### src/rtl/multicycle_ctrl.sv
// Main control FSM for the multicycle MIPS datapath: sequences fetch/decode/execute/memory/
// writeback, drives datapath selects and write enables, decodes ALU control, traps illegal instrs.
module multicycle_ctrl #(
    parameter bit TRAP_EN = 1'b1
) (
    input  logic       clk,
    input  logic       rst,
    input  logic [5:0] opcode,
    input  logic [5:0] funct,
    input  logic       zero,
    input  logic       mem_ready,
    output logic       pc_en,
    output logic       iord,
    output logic       ir_write,
    output logic       mem_write,
    output logic       reg_write,
    output logic       reg_dst,
    output logic       mem2reg,
    output logic       alu_src_a,
    output logic [1:0] alu_src_b,
    output logic [2:0] alu_control,
    output logic [1:0] pc_src,
    output logic       illegal,
    output logic [3:0] state
);

    typedef enum logic [3:0] {
        FETCH   = 4'd0,
        DECODE  = 4'd1,
        MEMADR  = 4'd2,
        MEMRD   = 4'd3,
        MEMWB   = 4'd4,
        MEMWR   = 4'd5,
        EXEC    = 4'd6,
        ALUWB   = 4'd7,
        BRANCH  = 4'd8,
        ADDIEX  = 4'd9,
        ADDIWB  = 4'd10,
        JUMP    = 4'd11,
        TRAP    = 4'd12
    } state_t;

    localparam logic [5:0] OP_R    = 6'b000000;
    localparam logic [5:0] OP_LW   = 6'b100011;
    localparam logic [5:0] OP_SW   = 6'b101011;
    localparam logic [5:0] OP_BEQ  = 6'b000100;
    localparam logic [5:0] OP_ADDI = 6'b001000;
    localparam logic [5:0] OP_J    = 6'b000010;

    state_t     cur;
    logic [2:0] funct_alu;
    logic       funct_ok;
    logic       instr_illegal;

    assign state = cur;

    always_comb begin
        funct_ok  = 1'b1;
        funct_alu = 3'b010;
        case (funct)
            6'b100000: funct_alu = 3'b010;
            6'b100010: funct_alu = 3'b110;
            6'b100100: funct_alu = 3'b000;
            6'b100101: funct_alu = 3'b001;
            6'b101010: funct_alu = 3'b111;
            default:   funct_ok  = 1'b0;
        endcase
    end

    always_comb begin
        case (opcode)
            OP_LW, OP_SW, OP_BEQ, OP_ADDI, OP_J: instr_illegal = 1'b0;
            OP_R:                                instr_illegal = !funct_ok;
            default:                             instr_illegal = 1'b1;
        endcase
    end

    always_ff @(posedge clk) begin
        if (rst) begin
            cur <= FETCH;
        end else begin
            case (cur)
                FETCH:   if (mem_ready) cur <= DECODE;
                DECODE: begin
                    if (instr_illegal) begin
                        cur <= TRAP_EN ? TRAP : FETCH;
                    end else begin
                        case (opcode)
                            OP_LW, OP_SW: cur <= MEMADR;
                            OP_R:         cur <= EXEC;
                            OP_BEQ:       cur <= BRANCH;
                            OP_ADDI:      cur <= ADDIEX;
                            OP_J:         cur <= JUMP;
                            default:      cur <= FETCH;
                        endcase
                    end
                end
                MEMADR:  cur <= (opcode == OP_SW) ? MEMWR : MEMRD;
                MEMRD:   if (mem_ready) cur <= MEMWB;
                MEMWR:   if (mem_ready) cur <= FETCH;
                EXEC:    cur <= ALUWB;
                ADDIEX:  cur <= ADDIWB;
                TRAP:    cur <= TRAP;
                default: cur <= FETCH;
            endcase
        end
    end

    // Moore decode of state; FETCH and BRANCH enables also follow mem_ready/zero, and
    // reset masks every write enable so an aborted instruction never writes.
    always_comb begin
        pc_en       = 1'b0;
        iord        = 1'b0;
        ir_write    = 1'b0;
        mem_write   = 1'b0;
        reg_write   = 1'b0;
        reg_dst     = 1'b0;
        mem2reg     = 1'b0;
        alu_src_a   = 1'b0;
        alu_src_b   = 2'b00;
        alu_control = 3'b010;
        pc_src      = 2'b00;
        illegal     = 1'b0;
        case (cur)
            FETCH: begin
                alu_src_b = 2'b01;
                ir_write  = mem_ready;
                pc_en     = mem_ready;
            end
            DECODE: begin
                alu_src_b = 2'b11;
                illegal   = instr_illegal && !TRAP_EN;
            end
            MEMADR: begin
                alu_src_a = 1'b1;
                alu_src_b = 2'b10;
            end
            MEMRD:  iord = 1'b1;
            MEMWB: begin
                mem2reg   = 1'b1;
                reg_write = 1'b1;
            end
            MEMWR: begin
                iord      = 1'b1;
                mem_write = 1'b1;
            end
            EXEC: begin
                alu_src_a   = 1'b1;
                alu_control = funct_alu;
            end
            ALUWB: begin
                reg_dst   = 1'b1;
                reg_write = 1'b1;
            end
            BRANCH: begin
                alu_src_a   = 1'b1;
                alu_control = 3'b110;
                pc_src      = 2'b01;
                pc_en       = zero;
            end
            ADDIEX: begin
                alu_src_a = 1'b1;
                alu_src_b = 2'b10;
            end
            ADDIWB: reg_write = 1'b1;
            JUMP: begin
                pc_src = 2'b10;
                pc_en  = 1'b1;
            end
            TRAP:    illegal = 1'b1;
            default: ;
        endcase
        if (rst) begin
            pc_en     = 1'b0;
            ir_write  = 1'b0;
            mem_write = 1'b0;
            reg_write = 1'b0;
            illegal   = 1'b0;
        end
    end

endmodule

### config.mk
export PLATFORM = sky130hd
export DESIGN_NAME = multicycle_ctrl
export DESIGN_NICKNAME = d
export VERILOG_FILES = /design/src/rtl/multicycle_ctrl.sv
export SDC_FILE = /design/constraint.sdc
export NUM_CORES = 1
export LEC_CHECK = 0
export CORE_MARGIN = 4
export CORE_UTILIZATION = 44
export CTS_CLUSTER_SIZE = 14
export DETAILED_ROUTE_END_ITERATION = 8
export DONT_BUFFER_PORTS = 1
export GPL_TIMING_DRIVEN = 0
export SYNTH_ARGS = -nofsm -noshare
export SYNTH_HDL_FRONTEND = slang
export SYNTH_SLANG_ARGS = --single-unit
### constraint.sdc
create_clock -name clk -period 1.6 [get_ports clk]
set_input_delay 0.32 -clock clk [delete_from_list [all_inputs] [get_ports clk]]
set_output_delay 0.32 -clock clk [all_outputs]
set_load 0.01 [all_outputs]
# After elaboration in Yosys (flattened, before gate mapping)
# Index checks and enable logic that the tools add are counted.
dict set report classes {
  n_eq_ne 25
  reduce_logical 11
  n_mux 27
}
# cell count
set op_table {}
lappend op_table {{== test 6 bit, second input constant} 7}
lappend op_table {{one-hot mux 4 bit (8 select lines)} 1}
lappend op_table {{== test 4 bit, second input constant} 5}
lappend op_table {{one-hot mux 4 bit (5 select lines)} 1}
lappend op_table {{== test 4 x 3 -> 1 bit, second input constant} 4}
lappend op_table {{two-way mux 4 bit} 4}
lappend op_table {{two-way mux 1 bit} 14}
lappend op_table {{one-hot mux 3 bit (4 select lines)} 1}
lappend op_table {{OR reduction 5 bit} 2}
lappend op_table {{== test 4 x 2 -> 1 bit, second input constant} 2}
lappend op_table {{== test 6 x 2 -> 1 bit, second input constant} 1}
lappend op_table {{== test 6 x 3 -> 1 bit, second input constant} 1}
lappend op_table {{== test 6 x 4 -> 1 bit, second input constant} 1}
lappend op_table {{logical NOT 6 bit} 1}
lappend op_table {{!= test 2 bit, second input constant} 3}
lappend op_table {{one-hot mux 2 bit (3 select lines)} 1}
lappend op_table {{one-hot mux 3 bit (2 select lines)} 1}
lappend op_table {{OR reduction 2 bit} 3}
lappend op_table {{== test 4 x 1 -> 1 bit, second input constant} 1}
lappend op_table {{logical NOT 4 bit} 1}
lappend op_table {{one-hot mux 2 bit (2 select lines)} 1}
lappend op_table {{OR reduction 4 bit} 1}
lappend op_table {{two-way mux 3 bit} 1}
lappend op_table {{one-hot mux 1 bit (3 select lines)} 1}
lappend op_table {{4 further kinds} 4}
dict set report totals {
  regBits 4
  output_inout_bits 20
  in_bits 16
}

# Longest topological paths before layout
dict set report depth {
  ltp_word 7
  mapped_depth 5
}

# Worst setup path after synthesis
# OpenSTA, ideal clock, no wires.
dict set report synth_path {
  kind {register to output}
  start {register cur[1], in the netlist state[1]}
  end {output port reg_write}
  arrival_ns 1.205
  slack_ns 0.075
  path_buffers 1
  stages_incl_launch_ff 6
  cell_sequence {dfxtp_1 -> buf_4 -> nand2b_4 -> nor3_1 -> a21oi_1 -> nor2_1}
}
dict set report synth_between {
  elab_chain_cells 4
  word_cells_on_any_way 6
  classes_between {eq/ne (3); mux (2); reduce/logical (1)}
}
# item line
set synth_rtl {}
lappend synth_rtl {{from (decl)} 50} ;# state_t cur;
lappend synth_rtl {{from (signal assigned)} 86} ;# cur <= TRAP_EN ? TRAP : FETCH;
lappend synth_rtl {{from (signal assigned)} 98} ;# MEMADR: cur <= (opcode == OP_SW) ? MEMWR : MEMRD;
lappend synth_rtl {{== test 4 x 3 -> 1 bit or == test 4 bit (tied branches)} 124} ;# case (cur)
lappend synth_rtl {{OR reduction 3 bit (no source line) (*)} -}
lappend synth_rtl {{two-way mux 1 bit (*)} 124}
lappend synth_rtl {{two-way mux 1 bit (*)} 173} ;# if (rst) begin
lappend synth_rtl {{to (decl)} 16} ;# output logic reg_write,
# Mark *: on every way between the ends. The rest lies on a longest branch, timed or not.

# Worst setup path in the final report
dict set report layout_path {
  start {register cur[0], in the netlist state[0]}
  end {output port alu_control[2]}
}
dict set report layout_between {
  elab_chain_cells 2
  word_cells_on_any_way 3
  classes_between {eq/ne (2); mux (1)}
}
# item line
set layout_rtl {}
lappend layout_rtl {{== test 4 bit or == test 4 x 3 -> 1 bit (tied branches)} 124}
lappend layout_rtl {{one-hot mux 3 bit (2 select lines) (*)} 124}
lappend layout_rtl {{to (decl)} 21} ;# output logic [2:0] alu_control,
# Marks and branches as above.

==> results.cfg <==
[drt]
vias = 807
first_pass_iters = 4
post_drt_wl_per_cell_microns = 15.9
drtIter0Drc = 25
drcViolationCount = 0
drt_wl_total_mm = 1.97
vias_per_cell = 6.51
ant_nets = 0

[global_routing]
grt_max_degree = 11
grt_first_pass_wirelength_mm = 3.07
antenna_found_initial = 0
grt_overflow_total = 0
grt_pass1_vias = 727
grt_util_all_layers = 0.189

[critical_path]
worstSetupPathType = register to output port
critPathMaxFanout = 5
cp-end-kind = output port
worstPathArrival_ns = 1.29
critPathLaunchType = register
crit_required_ns = 1.28

[cts]
clockRootBuffer = clkbuf_4
numCtsBuffers = 3
htreeDepth = 1
tritoncts = done
clkSinkCount = 4
path_clk_slew_ns = 0.03
clk_latency_ns = 0.23
clockBufferDepth = 2
holdBufCountCts = 0

[logic_synthesis]
synthXorXnorAreaFrac = 0.0258
synth_compound_area_frac = 0.338
synth_nets = 113
synth_cells = 97
ys.flop_type = dfxtp_1
synth.yosys.seq_area_share = 0.118
syn_avg_cell_area_sq_um = 6.99
synth_top_family_by_area = simple AND/OR/NAND/NOR gates
yosys.area_share.simple = 0.375
synth-adder-area-share = 0
synth-edff-count = 0
synth_warnings = 0
synthMuxAreaShare = 0.0295
ys_types = 43
async_flop_share = 0
syn-cell-area_sq_um = 678
ys_ff_latch = 4

[pwr]
pwr-share-seq = 0.263
power_density_nw_per_um2 = 491
peakVddDrop_mv = 0.349
p_int_uw = 282
comb_power_share = 0.460
p_clk_frac = 0.277
sw_frac_of_total = 0.357
p_sw_uw = 157
leakagePower_uw = 0.000317

[run_status]
violations = negative setup slack
outcome = finished, violations left

[cells_and_area]
stdcell_count = 124
drive_gt1_frac = 0.376
ff_latch_area_sq_um = 92.6
multi_input_area_sq_um = 592
largest_reg_flops = 4
nFillCells = 127
antenna_cells = 0
nets = 127
area_growth_pct = 31.9

[die]
dieArea_sq_um = 2230
fp-row-count = 13
die_y_microns = 47.3
ios = 36
initial_core_util = 0.490
core_sq_um = 1380
die_width_microns = 47.3

[place]
hpwl_mm = 1.40
place.gp.congestion = 0.798
dp_cells = 112
numPortBuffers = 0

[timing]
slew_headroom = 0.623
timing.final.crit_period_ns = 1.61
fin_setup_tns_ns = -0.00823
worstMarginPinSlew_ns = 0.566
setup_viol = 1
fin_ws_ns = -0.00823
fin_worst_skew_ns = 0.00264
period_share = 1.01
hold_violations = 0
fmax_ghz = 0.622
rsz0062_at_grt = yes
slew_violations = 0

[run]
drv_cap = 0

[hold_path]
hp-class = input pin to register
==> critical path, cell delays in order, from the launching register on <==
cell,delay (ns)
dfxtp_4,0.36
buf_6,0.14
nand2b_4,0.16
nor3_4,0.21
o21bai_2,0.19
==> power by group through the flow <==
stage / combinational [uW] / clock (uW) / sequential [uW]
after floorplan: 127 / 0 / 115
after global placement: 149 / 0 / 116
after detailed placement: 150 / 0 / 117
after CTS: 192 / 130 / 116
after global routing: 218 / 133 / 117
final: 202 / 122 / 115
==> per-stage QoR <==
stage	hold slack [ns]	utilization	setup slack (ns)	cell area (sq um)	power, uW
after global placement	0.448	0.504	-0.0775	697	265
after global routing	0.194	0.647	-0.0419	895	468
final	0.190	0.647	-0.00823	895	439
after CTS	0.184	0.633	-0.0234	876	438
after detailed placement	0.440	0.504	-0.102	697	267
after floorplan	0.421	-	0.0752	678	242
==> layer usage <==
metal | wire (microns) | GRT usage
met1 | 793 | 0.210
met2 | 978 | 0.345
met3 | 183 | 0.0690
met4 | 18 | 0.0276
met5 | 0 | 0
==> cell usage after synthesis, types with 2 or more instances <==
cell	count	area share
buf_6	3	0.050
nor2_1	10	0.055
a2bb2oi_1	2	0.026
a21oi_1	8	0.059
nor3_1	7	0.052
nand3b_1	2	0.022
nor3_2	2	0.030
a31oi_1	4	0.037
nand2b_1	6	0.055
o21ai_0	3	0.022
nand4_1	2	0.018
o211ai_1	2	0.022
dfxtp_1	4	0.12
nand2_1	6	0.033
mux2i_1	2	0.030
or3b_1	2	0.026
buf_2	2	0.015
inv_1	5	0.028
==> logic make-up after synthesis <==
logic type,count (synthesis)
flip-flops,4
multiplexers,2
AND/OR/NAND/NOR,44
buffers and inverters,13
AO/OA/AOI/OAI,32
XOR/XNOR,2
==> layout by cell type (no fill, tap or decap), types with 3 or more instances in the layout <==
cell	Yosys	layout
a31oi_1	4	4
nand2b_1	6	3
clkbuf_4	0	3
buf_4	1	9
nor3_1	7	5
inv_1	5	4
dfxtp_4	0	3
buf_6	3	4
nor3_4	0	3
a21oi_1	8	7
nand2_1	6	6
nor2_1	10	7
nand2b_4	1	3
==> final timing paths <==
check | slack [ns] | startpoint | to | cells past startpoint
worst max register to register | 0.21 | state[2] | state[2] | 6
worst min-delay path | 0.19 | opcode[0] | state[0] | 1
worst max-delay path | -0.008 | state[0] | alu_control[2] | 4
worst min register to register | 0.78 | state[0] | state[0] | 3
==> area by class of cell <==
cell class              instances  area share
multi-input cells              80       0.662
well taps                      15      0.0210
repair buffers                  9      0.0755
inverters                       6      0.0252
clock buffers                   3      0.0252
flip-flops and latches          4       0.103
plain buffers                   7      0.0881
==> timing repair <==
item / CTS / global route
pin swaps: 6 / 4
endpoints found under the setup margin: 14 / 7
gates cloned: 0 / 0
buffers inserted: 8 / 1
gates resized for setup: 26 / 6
Power figures use the tool's default switching activity.
